--- config.mk ---
export PLATFORM = sky130hd
export DESIGN_NAME = inst_fetch_ctrl
export DESIGN_NICKNAME = d
export VERILOG_FILES = /design/src/rtl/inst_fetch_pkg.sv /design/src/rtl/fetch_queue.sv /design/src/rtl/inst_fetch_ctrl.sv
export SDC_FILE = /design/constraint.sdc
export NUM_CORES = 1
export LEC_CHECK = 0
export BUFFER_PORTS_ARGS = -buffer_cell sky130_fd_sc_hd__buf_2
export CORE_AREA = 8 8 106 108
export DETAILED_ROUTE_END_ITERATION = 7
export DIE_AREA = 0 0 114 116
export PLACE_DENSITY = 0.88
export SYNTH_ARGS = -nofsm -noshare
export SYNTH_HDL_FRONTEND = slang
export SYNTH_SLANG_ARGS = --single-unit
--- constraint.sdc ---
create_clock -name clk -period 6.87 [get_ports clk]
set_input_delay 0.3435 -clock clk [delete_from_list [all_inputs] [get_ports clk]]
set_output_delay 0.3435 -clock clk [all_outputs]
set_load 0.01 [all_outputs]
--- src/rtl/inst_fetch_pkg.sv ---
// Shared types and constants for the instruction fetch sequencer.
package inst_fetch_pkg;

    localparam int unsigned ADDR_WIDTH  = 16;
    localparam int unsigned DATA_WIDTH  = 16;
    localparam int unsigned CNT_WIDTH   = 16;
    localparam int unsigned MEM_WORDS   = 26;
    localparam int unsigned ENTRY_WIDTH = ADDR_WIDTH + DATA_WIDTH;

    localparam logic [DATA_WIDTH-1:0] HALT_WORD = 16'hEFFF;

    typedef enum logic [1:0] {
        FETCH     = 2'd0,
        HALT_WAIT = 2'd1,
        HALT      = 2'd2,
        FAULT     = 2'd3
    } fetch_state_e;

    typedef struct packed {
        logic [ADDR_WIDTH-1:0] pc;
        logic [DATA_WIDTH-1:0] inst;
    } fetch_entry_t;

    // Misaligned or beyond the last instruction word.
    function automatic logic pc_bad(input logic [ADDR_WIDTH-1:0] pc);
        return pc[0] | (pc[ADDR_WIDTH-1:1] >= (ADDR_WIDTH-1)'(MEM_WORDS));
    endfunction

endpackage

--- src/rtl/fetch_queue.sv ---
// Two-entry registered FIFO between fetch and decode; head is always entry 0.
module fetch_queue
    import inst_fetch_pkg::*;
(
    input  logic         clk,
    input  logic         rst,
    input  logic         i_push,
    input  logic         i_pop,
    input  logic         i_flush,
    input  fetch_entry_t i_entry,
    output logic [1:0]   o_count,
    output fetch_entry_t o_head,
    output logic         o_valid
);

    logic [1:0]   r_count;
    fetch_entry_t r_head;
    fetch_entry_t r_tail;

    // Shift-style storage: a pop moves the tail into the head slot.
    always_ff @(posedge clk) begin
        if (!rst) begin
            r_count <= 2'd0;
            r_head  <= '0;
            r_tail  <= '0;
        end else if (i_flush) begin
            r_count <= 2'd0;
        end else begin
            case ({i_push, i_pop})
                2'b10: begin
                    if (r_count == 2'd0) r_head <= i_entry;
                    else                 r_tail <= i_entry;
                    r_count <= r_count + 2'd1;
                end
                2'b01: begin
                    r_head  <= r_tail;
                    r_count <= r_count - 2'd1;
                end
                2'b11: begin
                    if (r_count == 2'd1) begin
                        r_head <= i_entry;
                    end else begin
                        r_head <= r_tail;
                        r_tail <= i_entry;
                    end
                end
                default: ;
            endcase
        end
    end

    assign o_count = r_count;
    assign o_head  = r_head;
    assign o_valid = (r_count != 2'd0);

endmodule

--- src/rtl/inst_fetch_ctrl.sv ---
// Fetch sequencer: owns the fetch PC, halt/fault FSM and fetch counter,
// and feeds decode through a two-entry queue.
module inst_fetch_ctrl
    import inst_fetch_pkg::*;
(
    input  logic                  clk,
    input  logic                  rst,
    output logic [ADDR_WIDTH-1:0] imem_addr,
    input  logic [DATA_WIDTH-1:0] imem_data,
    input  logic                  redir_valid,
    input  logic [ADDR_WIDTH-1:0] redir_target,
    input  logic                  dec_ready,
    output logic                  dec_valid,
    output logic [DATA_WIDTH-1:0] dec_inst,
    output logic [ADDR_WIDTH-1:0] dec_pc,
    output logic                  halted,
    output logic                  fault,
    output logic [ADDR_WIDTH-1:0] fault_pc,
    output logic [CNT_WIDTH-1:0]  fetch_cnt
);

    fetch_state_e          r_state, w_state_nxt;
    logic [ADDR_WIDTH-1:0] r_fetch_pc, w_fetch_pc_nxt;
    logic                  r_halted, w_halted_nxt;
    logic                  r_fault, w_fault_nxt;
    logic [ADDR_WIDTH-1:0] r_fault_pc, w_fault_pc_nxt;
    logic [CNT_WIDTH-1:0]  r_fetch_cnt, w_fetch_cnt_nxt;

    logic         w_push, w_flush, w_pop, w_push_ok, w_q_valid;
    logic [1:0]   w_q_count;
    fetch_entry_t w_q_head, w_new_entry;

    assign w_pop       = w_q_valid & dec_ready;
    assign w_push_ok   = (w_q_count < 2'd2) | w_pop;
    assign w_new_entry = '{pc: r_fetch_pc, inst: imem_data};

    fetch_queue u_queue (
        .clk     (clk),
        .rst     (rst),
        .i_push  (w_push),
        .i_pop   (w_pop),
        .i_flush (w_flush),
        .i_entry (w_new_entry),
        .o_count (w_q_count),
        .o_head  (w_q_head),
        .o_valid (w_q_valid)
    );

    always_ff @(posedge clk) begin
        if (!rst) begin
            r_state     <= FETCH;
            r_fetch_pc  <= '0;
            r_halted    <= 1'b0;
            r_fault     <= 1'b0;
            r_fault_pc  <= '0;
            r_fetch_cnt <= '0;
        end else begin
            r_state     <= w_state_nxt;
            r_fetch_pc  <= w_fetch_pc_nxt;
            r_halted    <= w_halted_nxt;
            r_fault     <= w_fault_nxt;
            r_fault_pc  <= w_fault_pc_nxt;
            r_fetch_cnt <= w_fetch_cnt_nxt;
        end
    end

    // Redirect wins over everything except a latched fault.
    always_comb begin
        w_state_nxt     = r_state;
        w_fetch_pc_nxt  = r_fetch_pc;
        w_halted_nxt    = r_halted;
        w_fault_nxt     = r_fault;
        w_fault_pc_nxt  = r_fault_pc;
        w_fetch_cnt_nxt = r_fetch_cnt;
        w_push          = 1'b0;
        w_flush         = 1'b0;

        if (redir_valid && (r_state != FAULT)) begin
            w_flush        = 1'b1;
            w_fetch_pc_nxt = redir_target;
            w_halted_nxt   = 1'b0;
            w_state_nxt    = FETCH;
        end else begin
            case (r_state)
                FETCH: begin
                    if (pc_bad(r_fetch_pc)) begin
                        w_state_nxt    = FAULT;
                        w_fault_nxt    = 1'b1;
                        w_fault_pc_nxt = r_fetch_pc;
                    end else if (w_push_ok) begin
                        w_push         = 1'b1;
                        w_fetch_pc_nxt = r_fetch_pc + ADDR_WIDTH'(2);
                        if (r_fetch_cnt != {CNT_WIDTH{1'b1}})
                            w_fetch_cnt_nxt = r_fetch_cnt + CNT_WIDTH'(1);
                        if (imem_data == HALT_WORD)
                            w_state_nxt = HALT_WAIT;
                    end
                end
                HALT_WAIT: begin
                    // Only the halt word can be popped with that encoding here.
                    if (w_pop && (w_q_head.inst == HALT_WORD)) begin
                        w_state_nxt  = HALT;
                        w_halted_nxt = 1'b1;
                    end
                end
                default: ;
            endcase
        end
    end

    assign imem_addr = r_fetch_pc;
    assign dec_valid = w_q_valid;
    assign dec_inst  = w_q_head.inst;
    assign dec_pc    = w_q_head.pc;
    assign halted    = r_halted;
    assign fault     = r_fault;
    assign fault_pc  = r_fault_pc;
    assign fetch_cnt = r_fetch_cnt;

endmodule

==> flow_metrics.tcl, run 1 <==
set metrics [dict create \
    crit_buf_inv 3 \
    clk_latency_ps 520 \
    crit_top_cell "inv_1" \
    crit_start "u_queue.o_count[1]" \
    slew_violations 0 \
    hold_viol 0 \
    synth-edff-count 0 \
    ff2ff_path_depth 11 \
    syn-num-nets 607 \
    cts_tree "yes" \
    synthesis.area_mm2 0.00535 \
    core_area_mm2 0.00955 \
    ys_seq_area_frac 0.441 \
    cts_buffers 17 \
    crit_path_end_kind "register" \
    dieArea_mm2 0.0132 \
    cts_setup_buffers 0 \
    fillCellCount 710 \
    grt_pass1_wl_mm 23.9 \
    cts.sinks 118 \
    regArea_mm2 0.00236 \
    setup_viol 0 \
    hpwlAfterDp_mm 9.95 \
    grt_max_degree 66 \
    critical_path_depth 11 \
    io_pins 119 \
    path_cells "inv_1, ha_1, nand2b_1, inv_1, o21ai_1, nor2_1, inv_1, ha_1, a21o_1, a22oi_1, a211oi_2" \
    cap_viol_max_count 0 \
    setup_slack_ps 2730 \
    vdd_drop_max_mv 0.163 \
    syn_to_final_growth_pct 22.1 \
    cts_hold_buf 0 \
    power_density_mw_per_mm2 287 \
    dp.cells 780 \
    r2r_slack_ps 2730 \
    drtAntennaViolNets 0 \
    start_util 0.561 \
    fin_setup_tns_ps 0 \
    instances_no_fill 812 \
    worstHoldStart "redir_target[6]" \
    yosysMostFrequentCell "dfxtp_1" \
    synthTopCellsByCount "dfxtp_1 (118), nor2_1 (61), nand2_1 (56), a22oi_1 (33), mux2i_1 (33)" \
    synth.largest_area_cell "dfxtp_1" \
    cts_resized 0 \
    via_count 4874 \
    fmax_mhz 241 \
    crit_end "u_queue.o_head[5]" \
    grt_usage 0.225 \
    synth_top_area_share 0.441 \
    die_h_um 116 \
    critical_path.startpoint_type "register" \
    drc 0 \
    firstDrtPassIters 5 \
    gp_congestion 0.914 \
    cp.arrival_ps 4580 \
    post-route-period-util 0.603 \
    ys_ff_latch 118 \
    cp_slowest_stage_delay_ps 880 \
    nNetsFinal 710 \
    pre_cts_ws_ps 2940 \
    die_w_um 114 \
    reg2reg_from "u_queue.o_count[1]" \
    wl_per_cell_um 18.7 \
    slew_headroom 0.251 \
    synth.area.top_cells "dfxtp_1 (44%), a211oi_2 (6.5%), mux2i_1 (6.2%)" \
    ys.flop_type "dfxtp_1" \
    yosysUniqueCellTypes 52 \
    syn_inst 563 \
    port_buffers 118 \
    routed_wl_mm 15.2 \
    rr_endpoint "u_queue.o_head[5]" \
    cp.required_ps 7310 \
    worst_pin_slew_ps 1120 \
    async_flop_share 0 \
    path_class "reg -> reg" \
    grt_antenna_before_repair 0 \
    dr.first_iter.drc_count 501 \
    power_leakage_uw 0.00280 \
    status "finished, final reports clean" \
    antenna_cells 0 \
    htreeDepth 4 \
    power_uw 1880 \
    hp-class "in -> reg" \
    cp_top_family "compound AO/OA/AOI/OAI gates" \
    slowest_stage "o21ai_1" \
    finClkSkew_ps 5.86 \
    grt_pass1_vias 4816 \
    cp_max_fo 32 \
    multi_input_area_mm2 0.00275 \
    syn_avg_cell_area_um2 9.51 \
    overflow 0 \
    cts-root-buf "clkbuf_8" \
    cts.reportedPaths.clkPinSlew_ps 60 \
    clock_path_buffers 2 \
    vias_per_cell 6.00 \
    row_count 36 \
    rsz0062_at_grt "false" \
    yosysWarnings 0 \
    drive_gt1_frac 0.334 \
    period_minus_slack_ps 4140 \
]
==> power breakdown <==
group / internal (uW) / switching [uW] / leakage (uW)
clock network: 555 / 333 / 0.000275
logic: 86.9 / 143 / 0.00157
registers: 718 / 39.3 / 0.000958
==> metrics by stage <==
| stage | hold WS, ps | utilization | instance area, um2 |
|---|---|---|---|
| global route | 57.5 | 0.685 | 6540 |
| global placement | 434 | 0.622 | 5940 |
| detailed placement | 445 | 0.622 | 5940 |
| CTS | 54.9 | 0.685 | 6540 |
| floorplan | 464 | - | 5350 |
| finish | 68.9 | 0.685 | 6540 |
==> registers in the layout (all words and copies together), names as in the netlist <==
name	count
u_queue.o_head	32
imem_addr	16
u_queue.o_count	2
fault	1
halted	1
r_state	2
fault_pc	16
u_queue.r_tail	32
fetch_cnt	16
==> worst min-delay path, stage by stage <==
cell and delay, ps:
buf_2 90, nand2_1 40, a21oi_1 50
==> final cells by class <==
type	count	share of cell area
clock inverters	14	0.0274
well taps	133	0.0255
repair buffers	123	0.0961
clock buffers	18	0.0639
flip-flops and latches	118	0.361
inverters	9	0.00536
multi-input cells	397	0.420
==> cell usage in the layout (no fill, tap or decap), types with 3 or more instances in the layout <==
master | synthesis | routed
nand2_1 | 56 | 56
bufinv_16 | 0 | 3
nand3_1 | 25 | 25
o21ai_0 | 5 | 5
clkinv_4 | 0 | 4
ha_1 | 8 | 8
nor2_2 | 28 | 28
nand4_1 | 14 | 14
buf_2 | 7 | 118
a31oi_1 | 3 | 3
inv_1 | 8 | 8
a211oi_2 | 28 | 28
a22oi_1 | 33 | 33
xnor2_1 | 12 | 12
a211oi_1 | 8 | 8
clkbuf_16 | 0 | 16
buf_4 | 3 | 5
nor2_1 | 61 | 61
nor4_1 | 5 | 5
nor3_1 | 5 | 5
mux2i_1 | 33 | 33
xor2_1 | 3 | 3
nor4_2 | 4 | 4
clkinvlp_4 | 0 | 5
a21oi_1 | 28 | 28
nor4_4 | 3 | 3
dfxtp_1 | 118 | 118
==> worst min-delay path by stage <==
stage / to / depth (start not counted)
6_report: imem_addr[6] / 3
5_1_grt: imem_addr[11] / 3
4_1_cts: imem_addr[6] / 3
3_5_place_dp: halted / 2
3_3_place_gp: halted / 2
2_1_floorplan: u_queue.r_tail[0] / 2
==> logic make-up (layout without fill, tap and decap cells) <==
logic type               Yosys count  after routing  share of synthesized area
flip-flops                       118            118                      0.441
adder cells (fa/ha/maj)            8              8                     0.0187
AO/OA/AOI/OAI                    121            121                      0.184
multiplexers                      33             33                     0.0617
buffers and inverters             48            164                     0.0493
AND/OR/NAND/NOR                  220            220                      0.220
XOR/XNOR                          15             15                     0.0245
==> per-layer routing <==
| metal | track usage | vias to the layer above | routed length, um |
|---|---|---|---|
| li1 | - | 2244 | - |
| met1 | 0.254 | 2334 | 6160 |
| met2 | 0.381 | 255 | 7360 |
| met3 | 0.0698 | 41 | 1230 |
| met4 | 0.112 | 0 | 459 |
| met5 | 0 | - | 0 |
(Power assumes the default switching activity.)
==> inputs of run 2 (changes only) <==
CORE_AREA = 8 8 114 116   (was 8 8 106 108)
DIE_AREA = 0 0 122 124   (was 0 0 114 116)
PLACE_DENSITY = 0.81   (was 0.88)
clock period = 3.3 ns   (was 6.87 ns; I/O delays follow)
==> run 2 against run 1 <==
Combinational power is 120% higher. Highest routed layer unchanged. Register-to-register slack got worse by 2400 ps. Design area grew 3.3%. Die area rose by 14%. Critical path depth is the same. Clock skew rose by 5.1 ps. Via count down 1.5%. Core utilization is 8.0 points lower. Global-route usage down 2.7 points.
==> flow_metrics.tcl, run 2 (synthesis results as in run 1) <==
set metrics [dict create \
    htreeDepth 4 \
    hold_viol 0 \
    cts_tree "yes" \
    cts.sinks 118 \
    cts-root-buf "clkbuf_16" \
    hpwlAfterDp_mm 10.3 \
    critical_path.startpoint_type "register" \
    crit_path_end_kind "register" \
    drtAntennaViolNets 0 \
    cts_setup_buffers 0 \
    fin_util 0.605 \
    instances_no_fill 838 \
    post-route-period-util 0.912 \
    worst_pin_slew_ps 954 \
    antenna_cells 0 \
    hp-class "in -> reg" \
    period_minus_slack_ps 3010 \
    dr.first_iter.drc_count 431 \
    syn_to_final_growth_pct 26.2 \
    final_cell_mix "dfxtp_1 (118), buf_2 (118), nor2_1 (61)" \
    cts.reportedPaths.clkPinSlew_ps 50 \
    nNetsFinal 726 \
    via_count 4799 \
    overflow 0 \
    r2r_slack_ps 290 \
    p_comb_frac 0.126 \
    routed_wl_mm 15.1 \
    multi_input_area_mm2 0.00276 \
    p_seq_frac 0.388 \
    ff2ff_path_depth 11 \
    grt_pass1_wl_mm 23.7 \
    path_class "reg -> reg" \
    vdd_drop_max_mv 0.330 \
    core_area_mm2 0.0112 \
    grt_max_degree 75 \
    fmax_mhz 332 \
    rr_endpoint "u_queue.r_tail[23]" \
    dieArea_mm2 0.0151 \
    fillCellCount 872 \
    cp.required_ps 3550 \
    die_h_um 124 \
    cts_buffers 17 \
    p_clk_frac 0.486 \
    cap_viol_max_count 0 \
    grt_pass1_vias 4721 \
    fin_setup_tns_ps 0 \
    hold_depth 3 \
    crit_start "imem_addr[1]" \
    setup_viol 0 \
    clock_path_buffers 2 \
    cp.arrival_ps 3260 \
    crit_end "u_queue.r_tail[23]" \
    power_leakage_uw 0.00292 \
    start_util 0.479 \
    slew_headroom 0.364 \
    regArea_mm2 0.00236 \
    drive_gt1_frac 0.338 \
    dp.cells 801 \
    wl_per_cell_um 18.0 \
    grt_usage 0.198 \
    vias_per_cell 5.73 \
    switching_share 0.248 \
    gp_congestion 0.867 \
    status "finished, final reports clean" \
    rsz0062_at_grt "false" \
    drc 0 \
    grt_antenna_before_repair 0 \
    p_int_uw 3040 \
    cp_max_fo 16 \
    die_w_um 122 \
    io_pins 119 \
    row_count 39 \
    finClkSkew_ps 11.0 \
    firstDrtPassIters 5 \
    slew_violations 0 \
    power_density_mw_per_mm2 598 \
    p_sw_uw 1000 \
    port_buffers 118 \
    clk_latency_ps 410 \
    reg2reg_from "imem_addr[1]" \
]
-- run 2: per-layer routing --
layer | share of wire | global-route usage | vias up
met5 | 0 | 0 | -
met4 | 0.017 | 0.0856 | 0
met3 | 0.074 | 0.0539 | 26
met2 | 0.51 | 0.352 | 195
met1 | 0.40 | 0.218 | 2297
li1 | - | - | 2281
-- run 2: worst min-delay path by stage --
stage,start,end,slack (ps)
3_5_place_dp,redir_target[9],imem_addr[9],410
3_3_place_gp,redir_target[10],imem_addr[10],410
4_1_cts,redir_target[14],imem_addr[14],3
6_report,redir_target[14],imem_addr[14],10
5_1_grt,redir_target[6],imem_addr[6],10
2_1_floorplan,redir_target[10],imem_addr[10],300
-- run 2: area by class of cell --
type	count	share of cell area
Clock buffer	25	0.0733
Clock inverter	7	0.0209
Inverter	9	0.00519
Multi-Input combinational cell	397	0.408
Sequential cell	118	0.350
Tap cell	143	0.0265
Timing Repair Buffer	139	0.116
-- run 2: stage by stage --
| stage | hold slack (ps) | area [um2] | setup slack (ps) | power, uW |
|---|---|---|---|---|
| floorplan | 301 | 5350 | 550 | 1920 |
| global placement | 408 | 6060 | 275 | 2080 |
| detailed placement | 413 | 6060 | 218 | 2090 |
| CTS | 3.04 | 6750 | 171 | 4050 |
| global route | 11.8 | 6760 | 87.2 | 4170 |
| finish | 11.4 | 6760 | 290 | 4040 |
-- run 2: power groups by stage --
| stage | Clock, uW | Sequential [uW] | Combinational, uW |
|---|---|---|---|
| finish | 1960 | 1570 | 508 |
| global route | 2050 | 1580 | 547 |
| CTS | 1980 | 1570 | 506 |
| detailed placement | 0 | 1600 | 496 |
| global placement | 0 | 1590 | 482 |
| floorplan | 0 | 1610 | 316 |
-- run 2: timing repair --
| action | CTS | global route |
|---|---|---|
| gates resized for setup | 0 | 1 |
| endpoints found under the setup margin | 0 | 15 |
| endpoints found under the hold margin | 5 | 0 |
| hold buffers | 5 | 0 |
-- run 2: critical path, cell delays in order, from the launching register on --
cell       delay [ps]
dfxtp_1           420
inv_1             110
ha_1              220
o311a_4           330
nand4b_4          180
nor2_1            240
ha_1              360
nand2_1           200
o2111ai_4         140
buf_4             310
mux2i_1           280
nor2_1             70
==> inputs of run 3 (changes only) <==
CORE_AREA = 8 8 112 114   (was 8 8 114 116)
CTS_BUF_LIST = sky130_fd_sc_hd__clkbuf_4 sky130_fd_sc_hd__clkbuf_8   (was default)
DIE_AREA = 0 0 120 122   (was 0 0 122 124)
PLACE_DENSITY = 0.83   (was 0.81)
==> run 3 against run 2 <==
Sequential power about the same. Critical path depth shrank 1. Clock skew rose by 0.52 ps. Sequential cell count did not move. Total power fell by 16%.
==> flow_metrics.tcl, run 3 (synthesis results as in run 1) <==
set metrics [dict create \
    period_minus_slack_ps 3100 \
    post-route-period-util 0.940 \
    status "finished, final reports clean" \
    power_leakage_uw 0.00283 \
    reg2reg_from "imem_addr[1]" \
    htreeDepth 4 \
    drc 0 \
    clock_path_buffers 2 \
    cts-root-buf "clkbuf_8" \
    grt_pass1_vias 4702 \
    hp-class "in -> reg" \
    slew_violations 0 \
    fin_setup_tns_ps 0 \
    rr_endpoint "u_queue.r_tail[8]" \
    start_util 0.500 \
    r2r_slack_ps 200 \
    dr.first_iter.drc_count 387 \
    antenna_cells 0 \
    routed_wl_mm 14.9 \
    cts.sinks 118 \
    cp_max_fo 17 \
    worstHoldEndpoint "u_queue.r_tail[3]" \
    crit_path_end_kind "register" \
    p_clk_frac 0.384 \
    overflow 0 \
    via_count 4813 \
    ff2ff_path_depth 10 \
    grt_antenna_before_repair 1 \
    die_h_um 122 \
    grt_usage 0.201 \
    hpwlAfterDp_mm 10.1 \
    met3_length_um 990 \
    m1WireLength_mm 6.20 \
    hold_depth 3 \
    fin_util 0.617 \
    grt_pass1_wl_mm 23.8 \
    cts_buffers 17 \
    power_density_mw_per_mm2 511 \
    wl_per_cell_um 17.6 \
    cp.required_ps 3610 \
    p_comb_frac 0.150 \
    slew_headroom 0.452 \
    clk_latency_ps 440 \
    switching_share 0.297 \
    setup_slack_ps 199 \
    core_area_mm2 0.0107 \
    cts.reportedPaths.clkPinSlew_ps 80 \
    cp_slowest_stage_delay_ps 460 \
    final_cell_mix "dfxtp_1 (118), buf_2 (118), nor2_1 (61)" \
    path_cells "inv_1, ha_1, o311a_4, nand4b_4, nor2_1, ha_1, o2111ai_4, buf_12, mux2i_1, nor2_1" \
    slowest_stage "dfxtp_1" \
    cts_tree "yes" \
    io_pins 119 \
    gp_congestion 0.875 \
    crit_buf_inv 2 \
    dr_wl_met2_mm 7.37 \
    drive_gt1_frac 0.333 \
    port_buffers 118 \
    cap_viol_max_count 0 \
    cp.arrival_ps 3410 \
    path_class "reg -> reg" \
    worstHoldStart "imem_data[3]" \
    row_count 38 \
    dieArea_mm2 0.0146 \
    finClkSkew_ps 11.5 \
    die_w_um 120 \
    worst_pin_slew_ps 821 \
    cp_top_family "compound AO/OA/AOI/OAI gates" \
    syn_to_final_growth_pct 23.4 \
    critical_path.startpoint_type "register" \
    firstDrtPassIters 6 \
    p_sw_uw 1000 \
    nNetsFinal 734 \
    drtAntennaViolNets 0 \
    highest-signal-layer "met5" \
    p_seq_frac 0.466 \
    fmax_mhz 322 \
    vdd_drop_max_mv 0.283 \
    vias_per_cell 5.71 \
    hold_viol 0 \
    cts_setup_buffers 0 \
    setup_viol 0 \
    grt_max_degree 57 \
    rsz0062_at_grt "false" \
    p_int_uw 2370 \
    pre_cts_ws_ps 270 \
]
[run 3: cell types whose count changed in the layout (fill, tap and decap cells not counted), sizes merged]
cell / before / now
buf: 134 / 129
clkinvlp: 1 / 5
clkbuf: 25 / 17
inv: 8 / 10
clkinv: 3 / 7
bufinv: 4 / 2
dlygate4sd3: 5 / 18
[run 3: stage by stage]
stage / total power, uW / std cells / cell area [um2] / hold WS (ps)
2_1_floorplan: 1920 / 563 / 5350 / 301
3_3_place_gp: 2070 / 793 / 6030 / 410
3_5_place_dp: 2090 / 793 / 6030 / 415
4_1_cts: 3380 / 843 / 6600 / 0.327
5_1_grt: 3520 / 843 / 6600 / 9.40
6_report: 3380 / 843 / 6600 / 17.7
[run 3: worst max path at each step]
stage,startpoint,to,slack (ps),depth (start not counted)
floorplan,imem_addr[1],u_queue.o_head[10],550,11
global placement,imem_addr[1],u_queue.r_tail[7],440,11
detailed placement,imem_addr[1],u_queue.r_tail[8],270,11
CTS,imem_addr[1],u_queue.r_tail[4],220,11
global route,imem_addr[1],u_queue.r_tail[11],4,10
finish,imem_addr[1],u_queue.r_tail[8],200,10
[run 3: worst reg2reg max path, cell delays in order, from the launching register on]
cell       delay, ps
dfxtp_1          460
inv_1            120
ha_1             230
o311a_4          330
nand4b_4         180
nor2_1           270
ha_1             340
o2111ai_4        460
buf_12           360
mux2i_1          170
nor2_1            50
[run 3: power groups by stage]
stage               clock network (uW)  registers, uW  logic, uW
finish                            1300           1570        508
global route                      1390           1580        554
CTS                               1310           1570        508
detailed placement                   0           1600        488
global placement                     0           1600        474
floorplan                            0           1610        316
[run 3: area by class of cell]
cell class / instances / area [um2]
Fill cell: 900 / 4100
Clock inverter: 15 / 156
Timing Repair Buffer: 147 / 891
Tap cell: 140 / 175
Clock buffer: 17 / 234
Multi-Input combinational cell: 397 / 2750
Sequential cell: 118 / 2360
Inverter: 9 / 35.0
[run 3: layer usage]
layer / up-vias / GRT usage
li1: 2287 / -
met1: 2324 / 0.233
met2: 171 / 0.344
met3: 29 / 0.0583
met4: 2 / 0.0788
met5: - / 0
[run 3: timing repair]
action,CTS,global route
endpoints found under the hold margin,18,0
hold buffers,18,0
endpoints found under the setup margin,0,1
resized for setup,0,0
